### src/rtl/pipelined_barrel_shifter_if.sv
// Handshake bundle for the pipelined barrel shifter.
// The issue side is in_*; the writeback side is out_*.
// The slave modport is the shifter's view; the master modport is the surrounding datapath's view.
interface pipelined_barrel_shifter_if #(
    parameter int WIDTH = 32,
    parameter int TAG_W = 5
);
    localparam int SHAMT_W = $clog2(WIDTH);

    logic               in_valid;
    logic               in_ready;
    logic [1:0]         in_op;
    logic [SHAMT_W-1:0] in_shamt;
    logic [WIDTH-1:0]   in_operand;
    logic [TAG_W-1:0]   in_tag;
    logic               out_valid;
    logic               out_ready;
    logic [WIDTH-1:0]   out_result;
    logic [TAG_W-1:0]   out_tag;

    modport slave (
        input  in_valid, in_op, in_shamt, in_operand, in_tag, out_ready,
        output in_ready, out_valid, out_result, out_tag
    );

    modport master (
        output in_valid, in_op, in_shamt, in_operand, in_tag, out_ready,
        input  in_ready, out_valid, out_result, out_tag
    );
endinterface

### src/rtl/pipelined_barrel_shifter.sv
// Pipelined barrel shifter: SRL, SRA, SLL and ROR on a WIDTH-bit operand.
// The shift levels run from the largest amount (WIDTH/2) down to 1.
// A register stage follows every LEVELS_PER_STAGE levels.
// SLL reverses the operand's bits on entry, runs down the SRL path, and is reversed back in the last stage.
// The whole pipe moves or holds on one global advance, so bubbles are kept, not collapsed.
module pipelined_barrel_shifter #(
    parameter int WIDTH            = 32,
    parameter int LEVELS_PER_STAGE = 1,
    parameter int TAG_W            = 5
) (
    input logic                       clock,
    input logic                       reset,
    pipelined_barrel_shifter_if.slave bus
);
    localparam int SHAMT_W = $clog2(WIDTH);
    localparam int LATENCY = (SHAMT_W + LEVELS_PER_STAGE - 1) / LEVELS_PER_STAGE;

    localparam logic [1:0] OP_SRL = 2'b00;
    localparam logic [1:0] OP_SRA = 2'b01;
    localparam logic [1:0] OP_SLL = 2'b10;
    localparam logic [1:0] OP_ROR = 2'b11;

    logic w_advance;

    function automatic logic [WIDTH-1:0] bit_reverse(input logic [WIDTH-1:0] d);
        logic [WIDTH-1:0] r;
        for (int i = 0; i < WIDTH; i++) begin
            r[i] = d[WIDTH-1-i];
        end
        return r;
    endfunction

    // One right-shift level by a fixed amount.
    // The vacated MSBs take the wrapped-around bits (ROR), the carried sign (SRA) or zero (SRL, and SLL after reversal).
    function automatic logic [WIDTH-1:0] shift_level(input logic [WIDTH-1:0] d,
                                                     input logic [1:0]       op,
                                                     input logic             sign,
                                                     input int               amt);
        logic [WIDTH-1:0] r;
        for (int i = 0; i < WIDTH; i++) begin
            if (i + amt < WIDTH) begin
                r[i] = d[i + amt];
            end else if (op == OP_ROR) begin
                r[i] = d[i + amt - WIDTH];
            end else if (op == OP_SRA) begin
                r[i] = sign;
            end else begin
                r[i] = 1'b0;
            end
        end
        return r;
    endfunction

    // Output register full and not taken -> the whole pipe holds.
    assign w_advance    = !g_stage[LATENCY-1].r_vld || bus.out_ready;
    assign bus.in_ready = w_advance;

    for (genvar s = 0; s < LATENCY; s++) begin : g_stage
        localparam int J_LO = s * LEVELS_PER_STAGE;
        localparam int J_HI = ((s + 1) * LEVELS_PER_STAGE < SHAMT_W) ?
                              (s + 1) * LEVELS_PER_STAGE : SHAMT_W;

        logic               w_vld;
        logic [1:0]         w_op;
        logic               w_sign;
        logic [SHAMT_W-1:0] w_shamt;
        logic [WIDTH-1:0]   w_src;
        logic [WIDTH-1:0]   w_dst;
        logic [TAG_W-1:0]   w_tag;
        logic               w_unused_fields;

        logic               r_vld;
        logic [1:0]         r_op;
        logic               r_sign;
        logic [SHAMT_W-1:0] r_shamt;
        logic [WIDTH-1:0]   r_data;
        logic [TAG_W-1:0]   r_tag;

        if (s == 0) begin : g_src_in
            assign w_vld   = bus.in_valid;
            assign w_op    = bus.in_op;
            assign w_sign  = bus.in_operand[WIDTH-1];
            assign w_shamt = bus.in_shamt;
            assign w_src   = (bus.in_op == OP_SLL) ? bit_reverse(bus.in_operand) : bus.in_operand;
            assign w_tag   = bus.in_tag;
        end else begin : g_src_prev
            assign w_vld   = g_stage[s-1].r_vld;
            assign w_op    = g_stage[s-1].r_op;
            assign w_sign  = g_stage[s-1].r_sign;
            assign w_shamt = g_stage[s-1].r_shamt;
            assign w_src   = g_stage[s-1].r_data;
            assign w_tag   = g_stage[s-1].r_tag;
        end

        // Apply this stage's levels, largest amount first; the last stage undoes the SLL reversal.
        always_comb begin
            w_dst = w_src;
            for (int j = J_LO; j < J_HI; j++) begin
                if (w_shamt[SHAMT_W-1-j]) begin
                    w_dst = shift_level(w_dst, w_op, w_sign, 1 << (SHAMT_W - 1 - j));
                end
            end
            if ((s == LATENCY - 1) && (w_op == OP_SLL)) begin
                w_dst = bit_reverse(w_dst);
            end
        end

        // Stage register: loads on the global advance; a bubble loads as an all-zero beat so X never travels.
        always_ff @(posedge clock or posedge reset) begin
            if (reset) begin
                r_vld   <= 1'b0;
                r_op    <= '0;
                r_sign  <= 1'b0;
                r_shamt <= '0;
                r_data  <= '0;
                r_tag   <= '0;
            end else if (w_advance) begin
                r_vld   <= w_vld;
                r_op    <= w_vld ? w_op    : '0;
                r_sign  <= w_vld ? w_sign  : 1'b0;
                r_shamt <= w_vld ? w_shamt : '0;
                r_data  <= w_vld ? w_dst   : '0;
                r_tag   <= w_vld ? w_tag   : '0;
            end
        end

        // The control fields are carried uniformly through every stage.
        // Some bits, such as consumed shamt bits and the last stage's op and sign, have no reader.
        assign w_unused_fields = ^{r_op, r_sign, r_shamt};
    end

    assign bus.out_valid  = g_stage[LATENCY-1].r_vld;
    assign bus.out_result = g_stage[LATENCY-1].r_data;
    assign bus.out_tag    = g_stage[LATENCY-1].r_tag;
endmodule

### src/flat_wrapper.sv
// flat-port wrapper written by rule: the top's interface ports become plain ports
module pipelined_barrel_shifter_flat 
#(
    parameter int WIDTH            = 32,
    parameter int LEVELS_PER_STAGE = 1,
    parameter int TAG_W            = 5
)
  (clock, reset, bus_in_valid, bus_in_op, bus_in_shamt, bus_in_operand, bus_in_tag, bus_out_ready, bus_in_ready, bus_out_valid, bus_out_result, bus_out_tag);
  pipelined_barrel_shifter_if #(.WIDTH(WIDTH), .TAG_W(TAG_W)) bus_i ();
  input logic clock;
  input logic reset;
  input wire logic [$bits(bus_i.in_valid)-1:0] bus_in_valid;
  input wire logic [$bits(bus_i.in_op)-1:0] bus_in_op;
  input wire logic [$bits(bus_i.in_shamt)-1:0] bus_in_shamt;
  input wire logic [$bits(bus_i.in_operand)-1:0] bus_in_operand;
  input wire logic [$bits(bus_i.in_tag)-1:0] bus_in_tag;
  input wire logic [$bits(bus_i.out_ready)-1:0] bus_out_ready;
  output wire logic [$bits(bus_i.in_ready)-1:0] bus_in_ready;
  output wire logic [$bits(bus_i.out_valid)-1:0] bus_out_valid;
  output wire logic [$bits(bus_i.out_result)-1:0] bus_out_result;
  output wire logic [$bits(bus_i.out_tag)-1:0] bus_out_tag;
  assign bus_i.in_valid = bus_in_valid;
  assign bus_i.in_op = bus_in_op;
  assign bus_i.in_shamt = bus_in_shamt;
  assign bus_i.in_operand = bus_in_operand;
  assign bus_i.in_tag = bus_in_tag;
  assign bus_i.out_ready = bus_out_ready;
  assign bus_in_ready = bus_i.in_ready;
  assign bus_out_valid = bus_i.out_valid;
  assign bus_out_result = bus_i.out_result;
  assign bus_out_tag = bus_i.out_tag;
  pipelined_barrel_shifter #(.WIDTH(WIDTH), .LEVELS_PER_STAGE(LEVELS_PER_STAGE), .TAG_W(TAG_W)) u_core (.clock(clock), .reset(reset), .bus(bus_i));
endmodule
### config.mk
export PLATFORM = sky130hd
export DESIGN_NAME = pipelined_barrel_shifter_flat
export DESIGN_NICKNAME = d
export VERILOG_FILES = /design/src/rtl/pipelined_barrel_shifter_if.sv /design/src/rtl/pipelined_barrel_shifter.sv /design/src/flat_wrapper.sv
export SDC_FILE = /design/constraint.sdc
export NUM_CORES = 1
export LEC_CHECK = 0
export CELL_PAD_IN_SITES_DETAIL_PLACEMENT = 1
export CELL_PAD_IN_SITES_GLOBAL_PLACEMENT = 2
export CORE_MARGIN = 2
export CORE_UTILIZATION = 43
export CTS_BUF_LIST = sky130_fd_sc_hd__clkbuf_2
export CTS_CLUSTER_DIAMETER = 50
export DETAILED_ROUTE_END_ITERATION = 8
export PLACE_DENSITY = 0.92
export SETUP_SLACK_MARGIN = 0.02
export SKIP_LAST_GASP = 1
export SLEW_MARGIN = 20
export SYNTH_ARGS = -nofsm -noshare
export SYNTH_HDL_FRONTEND = slang
export SYNTH_SLANG_ARGS = --single-unit
### constraint.sdc
create_clock -name clock -period 14.3 [get_ports clock]
set_clock_uncertainty 0.15 [all_clocks]
set_input_delay 3.575 -clock clock [delete_from_list [all_inputs] [get_ports clock]]
set_output_delay 3.575 -clock clock [all_outputs]
set_load 0.1 [all_outputs]
==> results of run 1 <==
[critical path, cell delays in order]
cell and delay [ns]:
clkdlybuf4s50_1 0.44, nor2b_4 0.11, buf_4 0.78, inv_4 0.46, clkdlybuf4s50_1 1.09
[path summary, 6_finish.rpt]
path / startpoint / end / cells past startpoint
max in group asynchronous: reset / u_core.g_stage[3].r_shamt[0]$_DFFE_PP0P_ / 3
worst max register to register: u_core.bus.out_valid$_DFFE_PP0P_ / u_core.g_stage[3].r_data[25]$_DFFE_PP0P_ / 5
min in group asynchronous: reset / u_core.bus.out_result[27]$_DFFE_PP0P_ / 2
worst min register to register: u_core.g_stage[1].r_tag[3]$_DFFE_PP0P_ / u_core.g_stage[1].r_tag[3]$_DFFE_PP0P_ / 2
worst min-delay path: u_core.g_stage[1].r_tag[3]$_DFFE_PP0P_ / u_core.g_stage[1].r_tag[3]$_DFFE_PP0P_ / 2
worst max-delay path: bus_out_ready / bus_in_ready / 5
[cells by family (layout without fill, tap and decap cells)]
logic type | count (synthesis) | in the layout | synth area share
simple gates | 295 | 295 | 0.123
flops | 212 | 212 | 0.512
compound gates | 191 | 191 | 0.132
mux | 150 | 150 | 0.191
buf+inv | 90 | 200 | 0.0421
other cells | 0 | 1 | 0
[per-layer routing]
layer | share of wire | GRT usage | up-vias
met2 | 0.47 | 0.299 | 135
met4 | 0.015 | 0.0479 | 0
met3 | 0.039 | 0.0386 | 35
met1 | 0.48 | 0.249 | 3549
met5 | 0 | 0 | -
li1 | - | - | 3544
[through the flow]
step | instance area, um2 | cells | hold WS (ns) | utilization
3_3_place_gp | 11300 | 1275 | 0.300 | 0.481
2_1_floorplan | 10400 | 938 | 0.288 | -
6_report | 11800 | 1368 | 0.326 | 0.501
5_1_grt | 11800 | 1368 | 0.355 | 0.501
3_5_place_dp | 11300 | 1275 | 0.308 | 0.481
4_1_cts | 11800 | 1366 | 0.317 | 0.499
[cells in the mapped netlist (5+ instances only)]
cell,count,share of area
a22o_1,51,0.043
inv_1,10,0.0036
mux2i_1,112,0.11
o22ai_1,6,0.0036
mux4_2,38,0.083
o221ai_2,10,0.015
nand2_1,213,0.077
dfrtp_1,212,0.51
buf_1,7,0.0025
buf_2,22,0.011
o221ai_1,5,0.0042
nand3_1,48,0.023
o21ai_0,86,0.042
buf_6,8,0.0087
a21oi_1,15,0.0073
nor2b_1,20,0.012
a221o_1,8,0.0077
clkbuf_1,40,0.015
[final cells by class]
| cell class | instances | area, um2 | area share |
|---|---|---|---|
| multi-input cells | 636 | 4610 | 0.391 |
| inverters | 11 | 51.3 | 0.00435 |
| repair buffers | 98 | 971 | 0.0824 |
| clock buffers | 79 | 395 | 0.0335 |
| well taps | 319 | 399 | 0.0339 |
| flip-flops and latches | 212 | 5310 | 0.450 |
| diodes | 1 | 2.50 | 0.000212 |
| clock inverters | 12 | 46.3 | 0.00393 |
[power by group through the flow]
stage | combinational [mW] | clock, mW | sequential (mW)
after detailed placement | 0.428 | 0 | 0.798
after global routing | 0.474 | 0.426 | 0.802
after CTS | 0.429 | 0.397 | 0.786
after floorplan | 0.310 | 0 | 0.800
after global placement | 0.420 | 0 | 0.791
final | 0.428 | 0.379 | 0.785
[sequential cells by signal (all words and copies together) (netlist names)]
register / count
u_core.bus.out_result: 32
u_core.bus.out_tag: 5
u_core.bus.out_valid: 1
u_core.g_stage.r_data: 128
u_core.g_stage.r_op: 8
u_core.g_stage.r_shamt: 10
u_core.g_stage.r_sign: 4
u_core.g_stage.r_tag: 20
u_core.g_stage.r_vld: 4
==> metrics.md, run 1 <==
| Metric | Value |
|---|---|
| Post-CTS setup buffers | `0` |
| Worst EP arrival | `6.51 ns` |
| Cell Area, Synth | `0.0104 mm2` |
| Fmax | `97.7 MHz` |
| Num CTS Buffers | `54` |
| Pin count of the biggest net entering global routing | `146` |
| Most used flip-flop cell after synthesis | `dfrtp_1` |
| Comb power frac | `0.269` |
| GP Congestion | `0.751` |
| MaxCap Viol Count | `0` |
| CTS tree | `yes` |
| Relative slew slack | `0.279` |
| Peak VDD IR | `0.0605 mV` |
| Cell Int Power | `0.984 mW` |
| Syn Nets | `986` |
| Maximum level of the CTS H-tree | `2` |
| Crit end category | `output port` |
| CORE AREA | `0.0235 mm2` |
| Final wirelength | `22500 um` |
| Final worst setup slack | `4.06 ns` |
| Layout cells sized above 1 | `0.140` |
| PwrDens | `135 mW/mm2` |
| Post-synthesis sequential area ratio | `0.512` |
| Grt ovf | `0` |
| Worst R2R Setup Slack | `11.21 ns` |
| # resized after CTS | `0` |
| Fillers | `2651` |
| Sw power | `0.609 mW` |
| Input/output buffers | `86` |
| Run status | `finished, final reports clean` |
| Clock buffer depth | `3` |
| DRT Pass-1 Iters | `4` |
| Row cnt | `56` |
| Commonest cells after routing, fill and taps aside | `213 x nand2_1, 211 x dfrtp_1, 112 x mux2i_1` |
| Fin crit share | `0.716` |
| Via count | `7263` |
| DR iter-0 viols | `259` |
| Endpoints failing hold | `0` |
| Drc violations | `0` |
| Async SR Flop Fraction | `1.00` |
| Clock Latency Late Sink | `0.80 ns` |
| Number of synthesized register bits | `212` |
| WP data required | `10.57 ns` |
| Initial antenna violation count | `1` |
| Overall Global Routing Usage | `0.183` |
| Die Span Y | `159 um` |
| I/O pin cnt | `87` |
| Initial core utilization | `0.440` |
| Setup TNS | `0 ns` |
| Seq pwr share | `0.493` |
| Max FO, Critical Path | `104` |
| Pre-CTS WS | `4.05 ns` |
| Synth warn | `0` |
| Vias in the first global route | `7580` |
| RSZ-0062 raised after global routing | `false` |
| Most common cell after layout, fill and taps aside | `nand2_1` |
| Worst slew pin tran | `1.08 ns` |
| Static leakage | `5.18 nW` |
| Clk pin slew, worst setup/hold paths | `0.08 ns` |
| # clock sinks | `212` |
| CTS root buf | `clkbuf_2` |
| # setup viols final | `0` |
| Slew Limit Fails | `0` |
| Die X | `159 um` |
| Antenna-violating nets left | `0` |
| Via density | `5.31` |
| Switching share of total power | `0.382` |
| EDFF count, synth | `0` |
| Power consumption | `1.59 mW` |
| Mapped Cells | `938` |
| Die ar. | `0.0253 mm2` |
| Min cycle time layout | `10.24 ns` |
| CTS Hold Bufs | `0` |
| Hold Path Class | `reg -> reg` |
| Post-DP HPWL | `15500 um` |
| First-pass GRT wire length | `38900 um` |
| Synthesis-to-finish area growth | `13.8%` |
| Crit path kind | `in -> out` |
| Post-layout net count | `1061` |
| Syn Area/Cell | `11.0 um2` |
| Clk pwr share | `0.238` |
| Routed length per instance | `16.4 um` |
| Distinct cell type count after synthesis | `39` |
| Startpoint Class | `input pin` |
No activity file was read; power rests on OpenSTA's default activity.
==> run 2, diff against run 1 <==
--- a/config.mk
+++ b/config.mk
@@ -8,11 +8,11 @@
 export CELL_PAD_IN_SITES_DETAIL_PLACEMENT = 1
 export CELL_PAD_IN_SITES_GLOBAL_PLACEMENT = 2
 export CORE_MARGIN = 2
-export CORE_UTILIZATION = 43
+export CORE_UTILIZATION = 36
 export CTS_BUF_LIST = sky130_fd_sc_hd__clkbuf_2
 export CTS_CLUSTER_DIAMETER = 50
 export DETAILED_ROUTE_END_ITERATION = 8
-export PLACE_DENSITY = 0.92
+export PLACE_DENSITY = 0.83
 export SETUP_SLACK_MARGIN = 0.02
 export SKIP_LAST_GASP = 1
 export SLEW_MARGIN = 20
==> constraint.sdc (replaced) <==
create_clock -name clock -period 8.2 [get_ports clock]
set_clock_uncertainty 0.15 [all_clocks]
set_input_delay 2.05 -clock clock [delete_from_list [all_inputs] [get_ports clock]]
set_output_delay 2.05 -clock clock [all_outputs]
set_load 0.1 [all_outputs]
==> run 2 against run 1 <==
  * First-iteration DRC count rose by 34%
  * Design area rose by 0.98%
  * Global-route usage fell by 2.0 points
  * Utilization fell by 8.4 points
  * Power rose by 77%
  * Non-clock buffer count rose by 1
  * Cell count rose by 5.1%
  * Wire length rose by 6.8%
  * Clock-buffer cell count rose by 8
  * Sequential cell count did not move
  * Largest power group unchanged
==> metrics.md, run 2 (synthesis results as in run 1) <==
| Metric | Value |
|---|---|
| Run status | `finished, final reports clean` |
| Endpoints failing hold | `0 (unchanged)` |
| Worst R2R Start | `u_core.bus.out_valid$_DFFE_PP0P_` |
| DRT Pass-1 Iters | `4 (unchanged)` |
| Overall Global Routing Usage | `0.162 (-0.0203)` |
| Row cnt | `62 (+11%)` |
| CORE AREA | `0.0285 mm2 (+21%)` |
| Via density | `5.11 (-3.7%)` |
| Placed cell areas | `0.0114 mm2 (+0.78%)` |
| Worst slew pin tran | `1.05 ns (-0.0344 ns)` |
| Clock buffer depth | `3 (unchanged)` |
| GP Congestion | `0.747 (-0.56%)` |
| Most common cell after layout, fill and taps aside | `nand2_1` |
| Worst EP arrival | `3.81 ns (-2.70 ns)` |
| # resized after CTS | `0 (unchanged)` |
| Static leakage | `5.21 nW (+0.68%)` |
| Drc violations | `0 (unchanged)` |
| Num CTS Buffers | `56 (+3.7%)` |
| Fin crit share | `0.733` |
| Register area | `0.00531 mm2 (unchanged)` |
| MaxCap Viol Count | `0 (unchanged)` |
| Max FO, Critical Path | `2 (-98%)` |
| Via count | `7351 (+1.2%)` |
| Post-DP HPWL | `16300 um (+5.1%)` |
| Clk pin slew, worst setup/hold paths | `0.10 ns (+0.02 ns)` |
| # clock sinks | `212 (unchanged)` |
| # setup viols final | `0 (unchanged)` |
| Routed length per instance | `16.7 um (+1.6%)` |
| Hold Crit Depth | `2 (unchanged)` |
| Crit end category | `output port` |
| Min cycle time layout | `6.01 ns` |
| Input/output buffers | `86 (unchanged)` |
| Die ar. | `0.0301 mm2 (+19%)` |
| Worst R2R Setup Slack | `5.71 ns (-5.50 ns)` |
| Commonest cells after routing, fill and taps aside | `213 x nand2_1, 211 x dfrtp_1, 112 x mux2i_1` |
| Initial core utilization | `0.363 (-0.0771)` |
| Multi-input gate area | `0.00461 mm2 (unchanged)` |
| Final wirelength | `24000 um (+6.8%)` |
| Worst reg-to-reg path cell count | `6 (+1)` |
| Clock Latency Late Sink | `0.81 ns (about the same)` |
| RSZ-0062 raised after global routing | `false` |
| Worst flop-to-flop path endpoint | `u_core.g_stage[0].r_data[23]$_DFFE_PP0P_` |
| Startpoint Class | `input pin` |
| PwrDens | `237 mW/mm2 (+76%)` |
| Layout cells sized above 1 | `0.150 (+0.00978)` |
| CTS Hold Bufs | `0 (unchanged)` |
| Largest reg by FF count | `u_core.g_stage.r_data` |
| Largest register FFs | `128 (unchanged)` |
| Die Span Y | `174 um (+9.1%)` |
| CTS root buf | `clkbuf_2` |
| Synthesis-to-finish area growth | `15.0%` |
| WP data required | `6.00 ns (-4.57 ns)` |
| Crit path from | `bus_out_ready` |
| First-pass GRT wire length | `40500 um (+4.0%)` |
| Post-layout net count | `1064 (+0.28%)` |
| Antenna-violating nets left | `0 (unchanged)` |
| Initial antenna violation count | `1 (unchanged)` |
| Peak VDD IR | `0.0996 mV (+65%)` |
| Crit path kind | `in -> out` |
| Relative slew slack | `0.302 (+0.0229)` |
| Hold path start | `u_core.g_stage[1].r_tag[2]$_DFFE_PP0P_` |
| Slew Limit Fails | `0 (unchanged)` |
| Hold Path Class | `reg -> reg` |
| Post-CTS setup buffers | `0 (unchanged)` |
| CTS tree | `yes` |
| Pin count of the biggest net entering global routing | `148 (+1.4%)` |
| Fin area | `0.0119 mm2 (+0.98%)` |
| DR iter-0 viols | `347 (+34%)` |
| Setup TNS | `0 ns (unchanged)` |
| Vias in the first global route | `7598 (+0.24%)` |
| Die X | `174 um (+9.1%)` |
| Maximum level of the CTS H-tree | `2 (unchanged)` |
| Fmax | `166 MHz` |
| I/O pin cnt | `87 (unchanged)` |
| Hold Path Sink | `u_core.g_stage[2].r_tag[2]$_DFFE_PP0P_` |
| Fillers | `3236 (+22%)` |
| Grt ovf | `0 (unchanged)` |
==> run 2: worst max-delay path, stage by stage <==
cell and delay, ns:
clkdlybuf4s50_1 0.51, nor2b_4 0.06, inv_4 0.07, clkdlybuf4s50_1 1.12
==> run 2: per-layer routing <==
| layer | vias up | wire length (um) | track usage |
|---|---|---|---|
| met4 | 0 | 346 | 0.0455 |
| met5 | - | 0 | 0 |
| met3 | 33 | 943 | 0.0320 |
| li1 | 3564 | - | - |
| met2 | 142 | 10800 | 0.255 |
| met1 | 3612 | 11900 | 0.230 |
==> run 2: final cells by class <==
| class | count | area share |
|---|---|---|
| clock buffers | 87 | 0.0366 |
| flip-flops and latches | 212 | 0.446 |
| diodes | 1 | 0.000210 |
| repair buffers | 99 | 0.0819 |
| multi-input cells | 636 | 0.388 |
| inverters | 11 | 0.00473 |
| clock inverters | 8 | 0.00263 |
| well taps | 384 | 0.0404 |
==> run 2: worst max path at each step <==
stage,slack (ns),to,cells after the start
6_report,2.19,bus_in_ready,4
5_1_grt,2.15,bus_in_ready,4
4_1_cts,2.16,bus_in_ready,4
3_5_place_dp,2.18,bus_in_ready,4
3_3_place_gp,2.15,bus_in_ready,4
2_1_floorplan,0.21,u_core.bus.out_result[0]$_DFFE_PP0P_,1
==> run 2: power breakdown <==
part	leakage, nW	internal, mW	switching (mW)
Clock	0.382	0.276	0.416
Combinational	1.94	0.261	0.501
Sequential	2.89	1.20	0.169
Total	5.21	1.74	1.09
==> run 2: stage by stage <==
stage,instances,power (mW),hold slack (ns),setup slack [ns],util
floorplan,938,1.94,0.288,0.206,-
global route,1438,3.03,0.346,2.15,0.417
CTS,1436,2.87,0.328,2.16,0.416
detailed placement,1341,2.16,0.305,2.18,0.399
finish,1438,2.83,0.315,2.19,0.417
global placement,1341,2.14,0.301,2.15,0.399
